[config.mk]
export PLATFORM = sky130hd
export DESIGN_NAME = prefetch_buffer
export DESIGN_NICKNAME = d
export VERILOG_FILES = /design/src/rtl/prefetch_buffer_pkg.sv /design/src/rtl/prefetch_fifo.sv /design/src/rtl/prefetch_buffer.sv
export SDC_FILE = /design/constraint.sdc
export NUM_CORES = 1
export LEC_CHECK = 0
export ABC_AREA = 1
export BUFFER_PORTS_ARGS = -buffer_cell sky130_fd_sc_hd__buf_4
export CAP_MARGIN = 25
export CORE_MARGIN = 2
export CORE_UTILIZATION = 30
export CTS_BUF_LIST = sky130_fd_sc_hd__clkbuf_4 sky130_fd_sc_hd__clkbuf_8
export DETAILED_ROUTE_END_ITERATION = 8
export GPL_TIMING_DRIVEN = 0
export PLACE_DENSITY_LB_ADDON = 0.25
export SYNTH_ARGS = -nofsm -noshare
export SYNTH_HDL_FRONTEND = slang
export SYNTH_SLANG_ARGS = --single-unit
[constraint.sdc]
create_clock -name clk -period 8.42 [get_ports clk]
set_clock_uncertainty 0.15 [all_clocks]
set_input_delay 1.684 -clock clk [delete_from_list [all_inputs] [get_ports clk]]
set_output_delay 1.684 -clock clk [all_outputs]
set_load 0.01 [all_outputs]
[src/rtl/prefetch_buffer_pkg.sv]
// Shared definitions for the instruction prefetch buffer: FSM encoding and
// the fetch stride between consecutive instruction words.
package prefetch_buffer_pkg;

  typedef enum logic [1:0] {
    PF_IDLE    = 2'd0,
    PF_REQ     = 2'd1,
    PF_DISCARD = 2'd2
  } pf_state_t;

  localparam int unsigned WORD_STRIDE = 4;

endpackage

[src/rtl/prefetch_fifo.sv]
// Synchronous FIFO holding fetched {instruction, address} entries; the head is
// read straight from storage, so a push is visible on the following cycle.
module prefetch_fifo #(
  parameter int DEPTH = 4,
  parameter int WIDTH = 64
) (
  input  logic                       clk,
  input  logic                       rst,
  input  logic                       push,
  input  logic                       pop,
  input  logic                       clear,
  input  logic [WIDTH-1:0]           din,
  output logic [WIDTH-1:0]           head,
  output logic [$clog2(DEPTH+1)-1:0] count,
  output logic                       empty,
  output logic                       full
);

  localparam int CW = $clog2(DEPTH + 1);
  localparam int PW = $clog2(DEPTH);

  logic [WIDTH-1:0] mem [DEPTH];
  logic [PW-1:0]    wr_ptr;
  logic [PW-1:0]    rd_ptr;
  logic             do_pop;

  assign empty  = (count == '0);
  assign full   = (count == CW'(DEPTH));
  assign do_pop = pop && !empty;
  assign head   = mem[rd_ptr];

  // clear wins over push and pop; pointers wrap naturally since DEPTH is 2^PW
  always_ff @(posedge clk or posedge rst) begin
    if (rst) begin
      wr_ptr <= '0;
      rd_ptr <= '0;
      count  <= '0;
    end else if (clear) begin
      wr_ptr <= '0;
      rd_ptr <= '0;
      count  <= '0;
    end else begin
      if (push)   wr_ptr <= wr_ptr + PW'(1);
      if (do_pop) rd_ptr <= rd_ptr + PW'(1);
      count <= count + CW'(push) - CW'(do_pop);
    end
  end

  always_ff @(posedge clk) begin
    if (push && !clear) mem[wr_ptr] <= din;
  end

  // the fetch FSM never starts a request unless a slot is free
  assert property (@(posedge clk) disable iff (rst) !(push && full));

endmodule

[src/rtl/prefetch_buffer.sv]
// Instruction prefetch unit: keeps the FIFO topped up from instruction memory
// and absorbs redirects, draining any in-flight request without breaking valid/ready.
//
// imem handshake: imem_valid_o rises with imem_addr_o and both stay unchanged
// until the cycle imem_ready_i is seen high; that cycle completes the transfer
// and imem_rdata_i is taken then. instr side: an entry retires on
// instr_valid_o & instr_ready_i.
module prefetch_buffer
  import prefetch_buffer_pkg::*;
#(
  parameter int                    DEPTH        = 4,
  parameter int                    ADDR_WIDTH   = 32,
  parameter int                    DATA_WIDTH   = 32,
  parameter logic [ADDR_WIDTH-1:0] BOOT_ADDRESS = '0
) (
  input  logic                       clk,
  input  logic                       rst,
  input  logic                       flush_i,
  input  logic [ADDR_WIDTH-1:0]      flush_addr_i,
  input  logic                       instr_ready_i,
  output logic                       instr_valid_o,
  output logic [DATA_WIDTH-1:0]      instr_o,
  output logic [ADDR_WIDTH-1:0]      instr_addr_o,
  output logic [$clog2(DEPTH+1)-1:0] count_o,
  output logic                       imem_valid_o,
  input  logic                       imem_ready_i,
  output logic [ADDR_WIDTH-1:0]      imem_addr_o,
  output logic [3:0]                 imem_we_o,
  output logic [DATA_WIDTH-1:0]      imem_wdata_o,
  input  logic [DATA_WIDTH-1:0]      imem_rdata_i,
  output logic [1:0]                 state_o
);

  localparam int CW = $clog2(DEPTH + 1);
  localparam int EW = DATA_WIDTH + ADDR_WIDTH;

  pf_state_t             state;
  pf_state_t             next_state;
  logic [ADDR_WIDTH-1:0] fetch_pc;
  logic [ADDR_WIDTH-1:0] held_addr;
  logic                  push;
  logic                  pop;
  logic                  empty;
  logic                  full;
  logic [EW-1:0]         head;
  logic [CW:0]           count_after_push;

  assign pop              = instr_ready_i && !empty;
  assign count_after_push = {1'b0, count_o} + (CW+1)'(1) - (CW+1)'(pop);

  always_comb begin
    next_state   = state;
    push         = 1'b0;
    imem_valid_o = 1'b0;
    imem_addr_o  = fetch_pc;
    unique case (state)
      PF_IDLE: begin
        // a flush empties the FIFO, so a slot is always free afterwards
        if (flush_i || !full) next_state = PF_REQ;
      end
      PF_REQ: begin
        imem_valid_o = 1'b1;
        if (flush_i) begin
          next_state = imem_ready_i ? PF_REQ : PF_DISCARD;
        end else if (imem_ready_i) begin
          push       = 1'b1;
          next_state = (count_after_push < (CW+1)'(DEPTH)) ? PF_REQ : PF_IDLE;
        end
      end
      PF_DISCARD: begin
        // fetch_pc already points at the redirect target; keep the stale request stable
        imem_valid_o = 1'b1;
        imem_addr_o  = held_addr;
        if (imem_ready_i) next_state = PF_REQ;
      end
      default: next_state = PF_IDLE;
    endcase
  end

  always_ff @(posedge clk or posedge rst) begin
    if (rst) begin
      state     <= PF_IDLE;
      fetch_pc  <= BOOT_ADDRESS;
      held_addr <= BOOT_ADDRESS;
    end else begin
      state <= next_state;
      if (state == PF_REQ) held_addr <= fetch_pc;
      if (flush_i) begin
        fetch_pc <= {flush_addr_i[ADDR_WIDTH-1:2], 2'b00};
      end else if (push) begin
        fetch_pc <= fetch_pc + ADDR_WIDTH'(WORD_STRIDE);
      end
    end
  end

  prefetch_fifo #(
    .DEPTH (DEPTH),
    .WIDTH (EW)
  ) u_fifo (
    .clk   (clk),
    .rst   (rst),
    .push  (push),
    .pop   (pop),
    .clear (flush_i),
    .din   ({imem_rdata_i, fetch_pc}),
    .head  (head),
    .count (count_o),
    .empty (empty),
    .full  (full)
  );

  assign instr_valid_o = !empty;
  assign instr_o       = head[EW-1:ADDR_WIDTH];
  assign instr_addr_o  = head[ADDR_WIDTH-1:0];
  assign imem_we_o     = 4'b0000;
  assign imem_wdata_o  = '0;
  assign state_o       = state;

endmodule

* Word-level counts from Yosys, hierarchy flattened
Memory sizes are Yosys's and may differ from the RTL's. Cells that the tools add are included.
Operators by class: add/sub/neg operators 7, bitwise operators 0, shift-type cells 0, mux-type cells 21, reduce and logical (&&, ||, !) cells 13, equality and inequality tests 6, div/mod/pow operators 0, $mul 0, $lt $le $gt $ge 1
Operators by type and width (count):
- $mux 32 | 3
- $add 32x3->32 const B | 1
- $mux 2 | 9
- $mux 1 | 7
- $pmux 2 s3 | 1
- $add 2x1->2 const B | 2
- $add 3x1->4 const B | 1
- $lt 4x3->1 const B | 1
- $ne 2x2->1 const B | 2
- $reduce_bool 2->1 | 2
- $sub 4x1->4 | 1
- $add 3x1->3 | 1
- $eq 3x3->1 const B | 1
- $logic_and 1x1->1 | 3
- $logic_not 1->1 | 3
- $logic_not 3->1 | 1
- $mux 3 | 1
- $ne 3x3->1 const B | 1
- $reduce_and 3->1 | 1
- $sub 3x1->3 | 1
- $eq 2x1->1 const B | 1
- $eq 2x2->1 const B | 1
- $logic_not 2->1 | 1
- $reduce_or 2->1 | 1
- $logic_or 1x1->1 | 1
Storage, ports and cells: bits in read-only memories 0, register bits after elaboration 73, bits in latches 0, output and inout port bits 139, input bits 69, logic and storage cells 55, memories kept 1, memory bits (writable) 256
Memories:
- u_fifo.mem | depth 4, width 64, rd ports 1, clocked after Yosys merged registers in 0, wr ports 1, line prefetch_fifo.sv:22 | logic [WIDTH-1:0] mem [DEPTH];

* Longest topological paths before layout
Gate-level depths: netlist of run 1.
word-level depth 9, gate-level depth with buffers 11, mapped depth without buffers 10

* Hierarchy
Synthesis of run 1 repeated with hierarchy kept, for this count alone.
Second synthesis, totals: cell total of the unflattened synthesis 1301, area, all modules 14223.6 um^2
By module, submodules not included:
- prefetch_fifo | area an instance 10126.0 um^2, sequential area each 7862.5 um^2, times used 1, cells an instance 680
- prefetch_buffer | area an instance 4097.7 um^2, sequential area each 1551.5 um^2, times used 1, cells an instance 621

* Least setup slack after synthesis of run 1
Ideal clock, no wire load.
kind input to register, start input port flush_i, end memory u_fifo.mem[0][10] (enable), stages on the path 7, required time 7.788 ns, buffers on the path 2, arrival time 4.926 ns, setup time 0.482 ns, setup slack 2.861 ns, path through buf_6 -> inv_6 -> nand2_4 -> nor2_8 -> inv_4 -> clkbuf_1 -> nor2_1
Between the ends: longest elaborated chain between the ends 5, elaborated cells between the ends (all ways) 6, those cells by class mux: 4; reduce/logical: 2
RTL lines:
- from (decl) | line prefetch_buffer.sv:18 | input logic flush_i,
- $mux 1 | line prefetch_buffer.sv:63 | if (flush_i) begin
- $mux 1 | line prefetch_buffer.sv:56 | unique case (state)
- $logic_and 1x1->1 (*) | line prefetch_fifo.sv:50 | if (push && !clear) mem[wr_ptr] <= din;
- $mux 1 (*) | line prefetch_fifo.sv:50
- $mux 1 (not written as such) (*) | line prefetch_fifo.sv:50
- to (decl) | line prefetch_fifo.sv:22
Every way passes the cells marked *; elsewhere a longest branch is shown, timed or not.

* Worst setup path after layout of run 1
start register u_fifo.rd_ptr[0], end output port instr_addr_o[18]
Between the ends: longest elaborated chain between the ends 1
RTL lines:
- from (decl) | line prefetch_fifo.sv:24 | logic [PW-1:0] rd_ptr;
- from (signal assigned) | line prefetch_fifo.sv:44 | if (do_pop) rd_ptr <= rd_ptr + PW'(1);
- $mem_v2 4x64
- to (decl) | line prefetch_buffer.sv:23 | output logic [ADDR_WIDTH-1:0] instr_addr_o,
Every way passes these cells.

==> results.md, run 1 <==
- In this run the standard cell core region covers roughly 45000 um2.
- The kind of start point of the critical path is a flip-flop.
- The startpoint identified for the worst register-to-register timing path is state_o[1]$_DFFE_PP0P_.
- Routability-driven placement finished with a final weighted congestion of between 0.8 and 0.9.
- The signal on the critical path passes through buf_2 -> buf_2 -> clkbuf_1 -> nor2_1 -> o22ai_1 -> buf_4.
- In this run the worst path has a maximum fanout of 10.
- In this run the cell area of the synthesized design comes to ~14000 um2.
- Based on the critical path, the design can be clocked at up to 0.222 GHz.
- The via count of the first global-routing pass is between 9000 and 10000.
- In the layout the commonest cells are edfxtp_1, buf_4, o21ai_0.
- The synthesized netlist devotes approximately an eighth of its cell area to compound gates.
- The clock insertion delay at the later pin of the skew report is ~0.63 ns.
- The arrival time of data at the critical path endpoint is 2.67 ns.
- The post-CTS setup buffer count is 0.
- The largest individual stage delay along the critical path comes from the cell clkbuf_1.
- Buffers placed on the I/O ports in this run total about 160.
- In this design, the stage delay of the slowest critical-path cell is just over 0.5 ns.
- The final antenna-violating net count is 0.
- The clock transition at the register clock pins on the worst setup and hold paths after CTS is approximately 0.060 ns.
- Of the total power, the share spent switching nets is between 30% and 40%.
- The library cell used most frequently in the layout, excluding fill and tap cells, is edfxtp_1.
- The die span in y is between 200 and 250 um.
- Measured in cells, the most critical reg-to-reg path has a length of 9.
- The combinational family with the most area after synthesis is compound AO/OA/AOI/OAI gates.
- The startpoint identified for the worst hold timing path is held_addr[27]$_DFFE_PP0N_.
- The design draws 4.81 mW.
- The worst supply voltage drop on vdd is about 0.11 mV.
- The pre-antenna-repair detailed-routing pass consisted of 5 iterations.
- For this run, asynchronously set or reset flops after synthesis account for a little over a fifth.
- The worst endpoint required time is 6.59 ns.
- At the pin with the least slew margin, the transition time is about 0.8 ns.
- The clock net in this run drives a total of 317 sinks.
- The die covers around 47000 um2.
- The TritonCTS buffer count is 54.
- The number of top-level design ports is between 200 and 250.
- Global routing consumed, over all layers together, between 10% and 20% of the routing resources.
- The worst hold path belongs to the class reg -> reg.
- The root buffer cell chosen for the clock tree is clkbuf_8.
- The wire length per cell after detailed routing is about 18 um.
- The worst hold path was traced through 2 stages.
- The clock network fraction of total power is 28.6%.
- The portion of the post-synthesis area used by sequential elements is between 60 and 70%.
- Of the cells placed in the final design, the portion with a size suffix greater than 1 is 23.5%.
- The first-pass GRT wire length is 58100 um.
- Once the clock tree was built, the resizer swapped 0 gates to a different size.
- The predominant post-synthesis flop cell is edfxtp_1.
- The cell count after synthesis came out at approximately 1200.
- The switching power total is around 1.6 mW.
- The synthesized netlist devotes approximately an eighth of its cell area to simple gates.
- The minimum clock period is roughly 4.5 ns.
- The repair_antennas step left the layout with diodes totalling 0.
- The area growth from synthesis to layout is 25.4%.
- The routed wire length is a little under 40000 um.
- After detailed routing, the number of remaining DRC violations is 0.
- For the final routed database, the setup TNS stands at 0 ns.
- Synthesis inferred 317 register bits.
- Detailed placement ended at an HPWL of roughly 26000 um.
- TritonCTS built the clock tree.
- The layout has approximately 4500 filler cells.
- The die width is roughly 220 um.
- The most critical setup path has its startpoint at u_fifo.rd_ptr[0]$_DFFE_PP0P_.
- The most numerous cell type found on the critical path is buf_2.
- Setup violations remaining at the end of the flow were counted as 0.
- Setup repair after global routing left no endpoint under its margin.
- Max-cap violations in this run came to 0.
- The internal portion of the total power is approximately 3.2 mW.
- The floorplan row count is about 80.
- The static leakage is between 6 and 7 nW.
- In the routed layout, each cell is associated on average with a via count of about 4.6.
- The power share of the combinational group is ~29%.
- The residual overflow from global routing is 0.
- The number of library cell types mapped by synthesis is a little over 40.
- Entering global routing, the biggest net connects 53 pins.
- The number of hold-slack violations in the final timing report was 0.
- Of the total synthesized cell area, the portion taken by XOR and XNOR cells is less than 1%.
- In the finished design, the share of the clock period the worst path needs comes to approximately 54%.
- The post-synthesis average cell area is between 10 and 15 um2.
- The via count is 9831.
- The worst pin sits at a relative slew slack of approximately 46%.
- At the end of the flow, the number of nets in the layout was ~1600.
- The synthesized design contains approximately 250 enable-type register cells.
- The worst setup path is of the reg -> out kind.
- The initial cell density of the core is between 30% and 40%.
- The sort of element at the end of the critical path is a primary output.
- The arithmetic-cell share of the synthesized area counting full adders, half adders and majority gates is about 1.3%.
- The final number of max-transition violations is 0.
- The yosys synthesis warning count is 0.
- The initial antenna violation count is 0.
- The share of power burned in registers is 42.5%.
- The CTS H-tree depth is 2.
- The clock passes through at most 3 buffers.
- The detailed router's first-iteration violation count is between 700 and 800.
- The multiplexer area fraction after synthesis is 0%.
- The number of hold-repair buffers added at the cts stage is 0.
- The flow ran to the end, and the final reports show no timing, DRC or antenna violations.
- The power density over the cells is ~280 nW/um2.
==> state kept, by name (all words and copies together) (netlist names) <==
| name | count |
|---|---|
| u_fifo.mem | 248 |
| fetch_pc | 30 |
| held_addr | 30 |
| u_fifo.count | 3 |
| state_o | 2 |
| u_fifo.rd_ptr | 2 |
| u_fifo.wr_ptr | 2 |
==> Yosys cell counts (all sizes together), types with 3 or more instances <==
cell type / n / area (um2)
edfxtp: 248 / 7450
o21ai: 204 / 1020
nor2: 185 / 756
nand2: 180 / 709
dfrtp: 69 / 1730
inv: 65 / 254
o22ai: 64 / 400
buf: 55 / 394
clkbuf: 47 / 176
nand3: 32 / 160
a22oi: 14 / 140
ha: 12 / 150
a21oi: 9 / 45.0
xor2: 7 / 61.3
nand4: 4 / 25.0
clkinv: 3 / 11.3
o211ai: 3 / 22.5
==> metrics by stage <==
| stage | util, % | setup slack (ns) | instance area [um2] | std cells | hold slack [ns] |
|---|---|---|---|---|---|
| 6_report | 37.9 | 3.91 | 17100 | 2125 | 0.334 |
| 5_1_grt | 37.9 | 3.76 | 17100 | 2125 | 0.353 |
| 4_1_cts | 37.9 | 3.77 | 17100 | 2125 | 0.338 |
| 3_5_place_dp | 35.5 | 4.15 | 16000 | 2026 | 0.324 |
| 3_3_place_gp | 34.9 | 0.269 | 15700 | 2016 | 0.316 |
| 2_1_floorplan | - | 2.86 | 13800 | 1252 | 0.303 |
==> kinds of logic after synthesis <==
kind of cell    after synthesis
flops                       317
buf+inv                     170
compound gates              300
simple gates                404
other cells                   1
fa+ha+maj                    13
xor+xnor                      8
==> power by group through the flow <==
stage                     Combinational [mW]  Clock [mW]  Sequential [mW]
after floorplan                        0.748           0             2.03
after global placement                  1.38           0             2.08
after detailed placement                1.42           0             2.07
after CTS                               1.43        1.42             2.04
after global routing                    1.55        1.49             2.07
final                                   1.39        1.38             2.04
==> cell type report <==
class                      count  area [um2]  share of cell area [%]
clock inverter                14        62.6                   0.367
inverter                      68         268                    1.57
multi-input combinational    765        3780                    22.1
timing repair buffer         174        1450                    8.47
tap                          600         751                    4.40
clock buffer                  85        1020                    5.97
sequential                   317        9170                    53.7
buffer                       102         571                    3.34
==> path summary, 6_finish.rpt <==
kind,endpoint,slack (ns)
hold reg to reg,held_addr[27]$_DFFE_PP0N_,0.33
setup reg to reg,u_fifo.mem[1][52]$_DFFE_PP_,5.40
min in group asynchronous,held_addr[25]$_DFFE_PP0N_,0.86
setup / recovery,instr_addr_o[18],3.91
max in group asynchronous,held_addr[16]$_DFFE_PP0N_,6.64
hold / removal,held_addr[27]$_DFFE_PP0N_,0.33
==> worst max-delay path, delay by kind of cell (launching register included) <==
family                 cells  cell delay [ns]
buffers and inverters      4             1.25
and+or+nand+nor            1             0.12
AOI/OAI and AO/OA          1             0.38
DFF                        1             0.31
==> metal layers <==
metal	global-route usage, %	part of all wire (%)
met5	0	0
met4	5.46	2.7
met3	3.47	6.3
met2	26.1	46
met1	22.3	45
No activity file was read; power rests on OpenSTA's default activity.
==> run 2: changes to the inputs <==
==> constraint.sdc (replaced) <==
create_clock -name clk -period 4.2 [get_ports clk]
set_clock_uncertainty 0.15 [all_clocks]
set_input_delay 0.84 -clock clk [delete_from_list [all_inputs] [get_ports clk]]
set_output_delay 0.84 -clock clk [all_outputs]
set_load 0.01 [all_outputs]
==> run 2 against run 1 <==
Effect of this change:
- non-clock buffer count up 1
- count of clock-buffer cells in the layout unchanged
- wire length about the same
- first-iteration DRC count down 5.5%
- critical path depth up 1
- critical endpoint unchanged
- largest cell class unchanged
- largest power group unchanged
- highest routed layer unchanged
==> results.md, run 2 (synthesized netlist as in run 1, its figures left out) <==
- The number of nets in the finished design is 1565 (was 1564).
- The wire length per cell after detailed routing came to 18.3 um (about the same).
- The met3 usage came to 3.47% (unchanged).
- The die span in y is 217 um (unchanged).
- The detailed router's first-iteration violation count was 666 (was 705).
- The via count of the first global-routing pass is 9619 (unchanged).
- The final core utilization is 37.9% (about the same).
- The die width is 217 um (unchanged).
- The residual overflow from global routing is 0 (unchanged).
- The floorplan row count is 78 (unchanged).
- The initial antenna violation count is 0 (unchanged).
- The number of violations of the max-capacitance limit was 0 (unchanged).
- The register with the most flip-flops is u_fifo.mem (unchanged).
- The length of the first detailed-routing pass in iterations was 4 (was 5).
- The met2 demand-to-capacity share in global routing was 26.1% (unchanged).
- The floorplan core area is 45100 um2 (unchanged).
- The routed wire length was 38800 um (about the same).
- The initial cell density of the core is 30.2% (unchanged).
- The first-pass GRT wire length is 58100 um (unchanged).
- The total DRC errors in the routed layout is 0 (unchanged).
- The worst endpoint required time came to 3.21 ns (was 6.59 ns).
- The met1 usage in global routing came to 22.3% (unchanged).
- The arrival time of data at the critical path endpoint came to 2.65 ns (was 2.67 ns).
- The share of post-route cells with drive strength above 1 is 23.5% (about the same).
- The max-slew headroom at the worst pin came to 44.4% (was 46.3%).
- The via count is 9817 (was 9831).
- The final critical path takes up between 80% and 90% of the cycle.
- The post-detailed-route via-to-cell ratio is 4.62 (was 4.63).
- The kind of start point of the critical path is a flip-flop (unchanged).
- The port buffer count is 164 (unchanged).
- Largest registers ranked by flip-flop count: u_fifo.mem (248), fetch_pc (30), held_addr (30) (unchanged).
- The most common library cell in the layout ignoring fill and taps is edfxtp_1 (unchanged).
- The number of failing setup endpoints in the final timing report came to 0 (unchanged).
- The CTS tree is yes (unchanged).
- The die area is 47100 um2 (unchanged).
- The largest fanout on the critical path is 10 (unchanged).
- The area growth from synthesis to layout was 25.5% (was 25.4%).
- The worst min-delay path category was in -> reg (was reg -> reg).
- The number of flip-flops under the largest register name was 248 (unchanged).
- The number of hold-slack violations in the final timing report is 0 (unchanged).
- The CTS H-tree depth is 2 (unchanged).
- The worst supply voltage drop on vdd is 0.229 mV (was 0.114 mV).
- The slew at the pin closest to its max-slew limit is 0.826 ns (was 0.798 ns).
- The switching power total is 3.26 mW (was 1.63 mW).
- The clock network fraction of total power was 28.6% (about the same).
- The final weighted congestion in routability-driven placement is 0.811 (unchanged).
- The cell internal power dissipation is 6.39 mW (was 3.19 mW).
- The total routing resource utilization after global routing was 16.4% (unchanged).
- The antenna diode count is 0 (unchanged).
- Result of the run: finished, final reports clean (unchanged).
- The clock insertion delay at the later pin of the skew report is 0.62 ns (was 0.63 ns).
- The final number of max-transition violations came to 0 (unchanged).
- Most used cells in the layout excluding fill and tap cells: edfxtp_1, buf_4, o21ai_0 (unchanged).
- The design area is 17100 um2 (about the same).
- The most used routing layer is met2 (unchanged).
- The largest net degree at the start of global routing came to 53 (unchanged).
- The fraction of power spent switching nets is 33.8% (about the same).
- The power share of the combinational group was 28.9% (about the same).
- The power density over the cells came to 565 nW/um2 (was 282 nW/um2).
- The static leakage is 6.59 nW (was 6.58 nW).
- The minimum clock period is about 3.6 ns.
- The TritonCTS buffer count came to 54 (unchanged).
- The master cell of the clock root buffer was clkbuf_8 (unchanged).
- The critical path start-end classification is reg -> out (unchanged).
- The sort of element at the end of the critical path is a primary output (unchanged).
- Setup repair after global routing missed its margin: no (unchanged).
- The share of power burned in registers was 42.5% (about the same).
- The final antenna-violating net count is 0 (unchanged).
- The clock transition at the register clock pins on the worst setup and hold paths after CTS is 0.06 ns (about the same).
- The number of sinks driven by the clock tree is 317 (unchanged).
- The buffer levels on the longest clock path came to 3 (unchanged).
- The total power draw is 9.65 mW (was 4.81 mW).
- The top achievable clock speed is ~0.27 GHz.
- The number of top-level design ports is 208 (unchanged).
- The half-perimeter wire length after placement is 26400 um (unchanged).
- The post-place instance area is 16000 um2 (unchanged).
- The setup slack of the most critical reg-to-reg path is 1.16 ns (was 5.40 ns).
-- run 2: changes by cell type in the layout (fill, tap and decap cells not counted), sizes merged --
cell,delta
dlygate4sd3,+1
-- run 2: repair_timing --
| item | in CTS | in global routing |
|---|---|---|
| hold buffers | 1 | 0 |
| endpoints found under the hold margin | 11 | 0 |
| resized for setup | 0 | 0 |
| buffers inserted | 0 | 0 |
-- run 2: metrics by stage --
step | cells | TNS [ns] | setup WS [ns] | hold WS (ns)
global route | 2126 | 0 | 0.379 | 0.217
finish | 2126 | 0 | 0.563 | 0.274
floorplan | 1252 | -127.60 | -0.515 | 0.303
detailed placement | 2026 | 0 | 0.772 | 0.324
global placement | 2016 | -733.47 | -3.11 | 0.316
CTS | 2126 | 0 | 0.398 | 0.204
-- run 2: power by group through the flow --
stage / Combinational, mW / Sequential (mW) / Clock, mW
floorplan: 1.50 / 4.07 / 0
global placement: 2.78 / 4.17 / 0
detailed placement: 2.85 / 4.16 / 0
CTS: 2.86 / 4.10 / 2.85
global route: 3.11 / 4.15 / 2.99
finish: 2.79 / 4.10 / 2.76
-- run 2: per-layer routing --
layer,wire length (um),vias up
li1,-,4737
met1,17500,4693
met2,18000,322
met3,2370,65
met4,1030,0
met5,0,-
-- run 2: final timing paths --
| kind | start | end | cells past startpoint |
|---|---|---|---|
| worst max-delay path | u_fifo.rd_ptr[0]$_DFFE_PP0P_ | instr_addr_o[18] | 7 |
| min in group asynchronous | rst | held_addr[25]$_DFFE_PP0N_ | 3 |
| max in group asynchronous | rst | held_addr[16]$_DFFE_PP0N_ | 4 |
| worst max register to register | state_o[1]$_DFFE_PP0P_ | u_fifo.mem[1][52]$_DFFE_PP_ | 9 |
| worst min register to register | held_addr[3]$_DFFE_PP0N_ | held_addr[3]$_DFFE_PP0N_ | 2 |
| worst min-delay path | imem_rdata_i[10] | u_fifo.mem[0][42]$_DFFE_PP_ | 1 |
-- run 2: cell type report --
class	count	area, um2
buffer	102	571
clock buffer	85	1020
clock inverter	14	62.6
fill	4503	28000
inverter	68	268
multi-input combinational	765	3780
sequential	317	9170
tap	600	751
timing repair buffer	175	1460
-- run 2: worst max-delay path, cell delays in order, from the launching register on --
cell and delay [ns]:
dfrtp_1 0.35, buf_2 0.19, clkinv_1 0.22, buf_2 0.34
buf_2 0.31, nor2_1 0.07, o22ai_1 0.36, buf_4 0.20
